### config.mk
export PLATFORM = sky130hd
export DESIGN_NAME = alu_arbiter
export DESIGN_NICKNAME = d
export VERILOG_FILES = /design/src/rtl/alu_arbiter.sv
export SDC_FILE = /design/constraint.sdc
export NUM_CORES = 1
export LEC_CHECK = 0
export CAP_MARGIN = 30
export CORE_MARGIN = 2
export CORE_UTILIZATION = 58
export DETAILED_ROUTE_END_ITERATION = 6
export PLACE_DENSITY = 0.84
export REMOVE_ABC_BUFFERS = 1
export SLEW_MARGIN = 10
export SYNTH_ARGS = -nofsm -noshare
export SYNTH_HDL_FRONTEND = slang
export SYNTH_SLANG_ARGS = --single-unit
### constraint.sdc
create_clock -name clk -period 5.7 [get_ports clk]
set_input_delay 1.14 -clock clk [delete_from_list [all_inputs] [get_ports clk]]
set_output_delay 1.14 -clock clk [all_outputs]
set_load 0.02 [all_outputs]
### src/rtl/alu_arbiter.sv
// alu_arbiter: round-robin sharing of one combinational ALU between two
// valid/ready requesters, with a single registered, source-tagged response.
// Also holds rvga_alu, the shared combinational ALU the arbiter wraps.

module rvga_alu #(
    parameter int unsigned WORD_W  = 32,
    parameter int unsigned ALUOP_W = 4
) (
    input  logic [WORD_W-1:0]  a,
    input  logic [WORD_W-1:0]  b,
    input  logic [ALUOP_W-1:0] op,
    output logic [WORD_W-1:0]  y
);

    localparam int unsigned SHW = $clog2(WORD_W);

    localparam logic [ALUOP_W-1:0] OP_ADD   = ALUOP_W'(0);
    localparam logic [ALUOP_W-1:0] OP_SUB   = ALUOP_W'(1);
    localparam logic [ALUOP_W-1:0] OP_SLL   = ALUOP_W'(2);
    localparam logic [ALUOP_W-1:0] OP_SLT   = ALUOP_W'(3);
    localparam logic [ALUOP_W-1:0] OP_SLTU  = ALUOP_W'(4);
    localparam logic [ALUOP_W-1:0] OP_XOR   = ALUOP_W'(5);
    localparam logic [ALUOP_W-1:0] OP_SRL   = ALUOP_W'(6);
    localparam logic [ALUOP_W-1:0] OP_SRA   = ALUOP_W'(7);
    localparam logic [ALUOP_W-1:0] OP_OR    = ALUOP_W'(8);
    localparam logic [ALUOP_W-1:0] OP_AND   = ALUOP_W'(9);
    localparam logic [ALUOP_W-1:0] OP_PASSA = ALUOP_W'(10);
    localparam logic [ALUOP_W-1:0] OP_PASSB = ALUOP_W'(11);

    logic [SHW-1:0] shamt;

    assign shamt = b[SHW-1:0];

    // Operation decode; any unlisted encoding yields zero.
    always_comb begin
        y = '0;
        unique case (op)
            OP_ADD:   y = a + b;
            OP_SUB:   y = a - b;
            OP_SLL:   y = a << shamt;
            OP_SLT:   y[0] = ($signed(a) < $signed(b));
            OP_SLTU:  y[0] = (a < b);
            OP_XOR:   y = a ^ b;
            OP_SRL:   y = a >> shamt;
            OP_SRA:   y = $signed(a) >>> shamt;
            OP_OR:    y = a | b;
            OP_AND:   y = a & b;
            OP_PASSA: y = a;
            OP_PASSB: y = b;
            default:  y = '0;
        endcase
    end

endmodule

module alu_arbiter #(
    parameter int unsigned WORD_W  = 32,
    parameter int unsigned ALUOP_W = 4,
    parameter int unsigned CNT_W   = 32
) (
    input  logic               clk,
    input  logic               rst,

    input  logic               req0_valid,
    output logic               req0_ready,
    input  logic [WORD_W-1:0]  req0_a,
    input  logic [WORD_W-1:0]  req0_b,
    input  logic [ALUOP_W-1:0] req0_op,

    input  logic               req1_valid,
    output logic               req1_ready,
    input  logic [WORD_W-1:0]  req1_a,
    input  logic [WORD_W-1:0]  req1_b,
    input  logic [ALUOP_W-1:0] req1_op,

    output logic               resp_valid,
    input  logic               resp_ready,
    output logic [WORD_W-1:0]  resp_data,
    output logic               resp_src,

    output logic [CNT_W-1:0]   op_count
);

    typedef enum logic {
        EMPTY = 1'b0,
        FULL  = 1'b1
    } state_t;

    state_t              state;
    state_t              state_nx;
    logic                last_grant;
    logic                grant_vld;
    logic                grant_sel;
    logic                can_accept;
    logic                accept;
    logic [WORD_W-1:0]   alu_a;
    logic [WORD_W-1:0]   alu_b;
    logic [ALUOP_W-1:0]  alu_op;
    logic [WORD_W-1:0]   alu_y;

    // Round-robin grant, ready generation and next-state; depends only on
    // state and the valids, never on operands.
    always_comb begin
        grant_vld  = 1'b0;
        grant_sel  = 1'b0;
        can_accept = 1'b0;
        accept     = 1'b0;
        state_nx   = state;
        req0_ready = 1'b0;
        req1_ready = 1'b0;

        case ({req1_valid, req0_valid})
            2'b01:   begin grant_vld = 1'b1; grant_sel = 1'b0;        end
            2'b10:   begin grant_vld = 1'b1; grant_sel = 1'b1;        end
            2'b11:   begin grant_vld = 1'b1; grant_sel = ~last_grant; end
            default: begin grant_vld = 1'b0; grant_sel = 1'b0;        end
        endcase

        can_accept = (state == EMPTY) || resp_ready;
        accept     = can_accept && grant_vld;
        req0_ready = accept && !grant_sel;
        req1_ready = accept &&  grant_sel;

        case (state)
            EMPTY:   if (accept) state_nx = FULL;
            FULL:    if (resp_ready && !accept) state_nx = EMPTY;
            default: state_nx = EMPTY;
        endcase
    end

    assign alu_a  = grant_sel ? req1_a  : req0_a;
    assign alu_b  = grant_sel ? req1_b  : req0_b;
    assign alu_op = grant_sel ? req1_op : req0_op;

    rvga_alu #(
        .WORD_W  (WORD_W),
        .ALUOP_W (ALUOP_W)
    ) u_alu (
        .a  (alu_a),
        .b  (alu_b),
        .op (alu_op),
        .y  (alu_y)
    );

    // State register plus result, source tag, round-robin pointer and counter.
    always_ff @(posedge clk or posedge rst) begin
        if (rst) begin
            state      <= EMPTY;
            resp_data  <= '0;
            resp_src   <= 1'b0;
            last_grant <= 1'b1;
            op_count   <= '0;
        end else begin
            state <= state_nx;
            if (accept) begin
                resp_data  <= alu_y;
                resp_src   <= grant_sel;
                last_grant <= grant_sel;
                op_count   <= op_count + CNT_W'(1);
            end
        end
    end

    assign resp_valid = (state == FULL);

endmodule

==> flow_summary.json <==
{
  "hpwl_mm": 52.8,
  "critPathKind": "input pin to flip-flop",
  "synth_flop_cell": "dfrtp_1",
  "n_fill_cell": 2065,
  "min_path_type": "flip-flop to flip-flop",
  "path_cells": "clkdlybuf4s50_1 > a21boi_4 > buf_4 > buf_4 > mux2i_1 > inv_1 > ha_1 > inv_1 > o2111ai_1 > a2111oi_0 > buf_4 > a32o_1 > o211ai_1",
  "p_total_mw": 3.77,
  "gp_congestion": 1.14,
  "path_max_fanout": 45,
  "worst_setup_path_end_kind": "flip-flop",
  "fin_crit_ns": 5.57,
  "insertion_delay_ns": 0.35,
  "worst_pin_slew_ns": 1.15,
  "drive_gt1_share_pct": 12.3,
  "startpoint_type": "input pin",
  "gr-usage-all-layers_pct": 50.1,
  "critPathArrivalTime_ns": 5.79,
  "dieArea_um2": 27000,
  "switching_share_pct": 49.9,
  "r2r_slack_ns": 1.04,
  "cts_resized": 0,
  "p_leak_nw": 7.92,
  "synth_common_cells": "mux2i_1 (243), nand2_1 (202), nor2_1 (168)",
  "setup-violations-final": 0,
  "synth_area_um2": 14900,
  "drcViolationCount": 18,
  "finalNetCount": 2459,
  "crit_required_ns": 5.92,
  "slowest_stage": "mux2i_1",
  "synth-seq-cells": 67,
  "status": "finished, violations left",
  "io_pins": 209,
  "clk_pin_slew_ns": 0.07,
  "rsz0062_at_grt": "no",
  "p_seq_share_pct": 16.6,
  "initial_core_util_pct": 59.2,
  "failed_checks": "DRC",
  "tns_ns": 0,
  "numCtsBuffers": 9,
  "cts_root_buffer": "clkbuf_16",
  "rows": 58,
  "avgSynthCellArea_um2": 7.50,
  "h-tree-depth": 3,
  "ir_worst_vdd_v": 0.000230,
  "final.setup_skew_ns": 0.00943,
  "drtIter0Drc": 2999,
  "die_height_um": 164,
  "ant_nets": 0,
  "synth_edf_count": 0,
  "drt_pass1_iterations": 7,
  "ctsLongestPathBuffers": 2,
  "core_um2": 25200,
  "detailroute.via_count": 18164,
  "ctsHoldBuffers": 0,
  "layout_setup_ws_ns": 0.132,
  "critPathMostFrequentCell": "buf_4",
  "clock_sinks": 67,
  "fin_util_pct": 71.8,
  "io_buffers": 208,
  "ys_types": 107,
  "totalWireLength_mm": 68.2,
  "yosysSeqAreaShare_pct": 11.3,
  "combinationalPowerShare_pct": 67.3,
  "max_freq_ghz": 0.180,
  "max_stage_delay_ns": 0.67,
  "netlist_instances": 1988,
  "synth-warning-count": 0,
  "dpl-instance-area_um2": 17700,
  "maxCapViolCount": 0,
  "die_x_um": 164,
  "yosys.area.top_type": "mux2i_1",
  "fin_crit_sh_pct": 97.7,
  "dp_slack_ns": -0.0188,
  "fin_area_um2": 18100,
  "antenna_found_initial": 4,
  "clockPowerShare_pct": 16.1,
  "wl_per_cell_um": 26.8,
  "syn2layout_area_growth_pct": 21.3,
  "cts_setup_buffers": 0,
  "switching_power_mw": 1.88,
  "grt_pass1_vias": 17526,
  "cts_tree": "built",
  "power_density_nw_per_um2": 209,
  "hold_viol": 0,
  "synth-async-reset-ratio_pct": 100,
  "grt_pass1_wl_mm": 103,
  "grt_max_degree": 67,
  "slew_headroom_pct": 22.7,
  "synth_most_common_cell": "mux2i_1",
  "synth_top_area_share_pct": 16.3,
  "gr-total-overflow": 0,
  "vias_per_cell": 7.13,
  "drv_slew": 0,
  "power.internal_mw": 1.89,
  "ys_top_cells_by_area": "mux2i_1 (16%), dfrtp_1 (11%), ha_1 (8.8%)"
}
## registers in the layout, indices dropped and copies added, names as in the netlist
name / cells
last_grant: 1
op_count: 32
resp_data: 32
resp_src: 1
resp_valid: 1
## metal layers
metal / share of wire [%] / wire (µm) / track usage [%]
met1: 37 / 25000 / 61.5
met2: 42 / 28300 / 74.7
met3: 13 / 9150 / 15.6
met4: 8.4 / 5750 / 34.1
met5: 0.038 / 26 / 0
## path summary, 6_finish.rpt
path                                    start       endpoint  depth (start not counted)
worst max-delay path               req1_valid  resp_data[30]                         13
worst min-delay path            resp_data[18]  resp_data[18]                          1
worst max register to register     last_grant  resp_data[30]                         12
worst min register to register  resp_data[18]  resp_data[18]                          1
max in group asynchronous                 rst     last_grant                          3
min in group asynchronous                 rst   op_count[15]                          2
## kinds of logic after synthesis
| family | after synthesis | share of synthesized area [%] |
|---|---|---|
| flip-flops | 67 | 11.3 |
| AND/OR/NAND/NOR | 600 | 18.9 |
| multiplexers | 298 | 21.0 |
| adder cells (fa/ha/maj) | 107 | 9.08 |
| AO/OA/AOI/OAI | 622 | 28.7 |
| buffers and inverters | 251 | 8.56 |
| XOR/XNOR | 43 | 2.53 |
## layout make-up
class | count | area (µm²) | share of cell area [%]
Multi-Input combinational cell | 1670 | 12000 | 66.4
Timing Repair Buffer | 360 | 3280 | 18.2
Sequential cell | 67 | 1680 | 9.28
Tap cell | 330 | 413 | 2.28
Inverter | 103 | 394 | 2.18
Clock buffer | 9 | 225 | 1.25
Clock inverter | 7 | 82.6 | 0.457
Antenna cell | 1 | 2.50 | 0.0138
## critical path: cells and delay by family
| family | cells | cell delay (ns) |
|---|---|---|
| multiplexers | 1 | 0.67 |
| AO/OA/AOI/OAI | 5 | 1.47 |
| buffers and inverters | 6 | 2.06 |
| adder cells (fa/ha/maj) | 1 | 0.41 |
## per-stage QoR
step,hold WS (ns),cells
after floorplan,0.521,1840
after global placement,0.460,2526
after detailed placement,0.479,2528
after CTS,0.493,2544
after global routing,0.513,2546
final,0.492,2547
## cells in the final DEF (no fill, tap or decap), types with 11 or more instances in the layout
cell             count
mux2i_1            243
o21a_1              11
a31oi_1             20
clkdlybuf4s50_1    206
a221oi_1            27
or3_1               13
xnor2_1             32
nor3_1              49
a21oi_1            153
o221ai_1            23
ha_1               105
nor2_1             168
nor4_1              15
o211ai_1            30
inv_1               99
buf_4              147
mux2_2              45
nand3_1             44
nand4_1             15
xor2_1              11
a22oi_1             20
a21o_1              13
o31ai_1             18
dfrtp_1             66
o22ai_1             30
o21ai_0            103
o21bai_1            14
nand2_1            202
nor2b_1             23
nand2b_1            17
a211oi_1            39
## power by group through the flow
stage | logic (mW) | registers (mW) | clock network (mW)
after floorplan | 1.33 | 0.698 | 0
after global placement | 2.38 | 0.628 | 0
after detailed placement | 2.42 | 0.629 | 0
after CTS | 2.43 | 0.622 | 0.604
after global routing | 2.67 | 0.631 | 0.624
final | 2.54 | 0.627 | 0.608
Power figures use the tool's default switching activity.
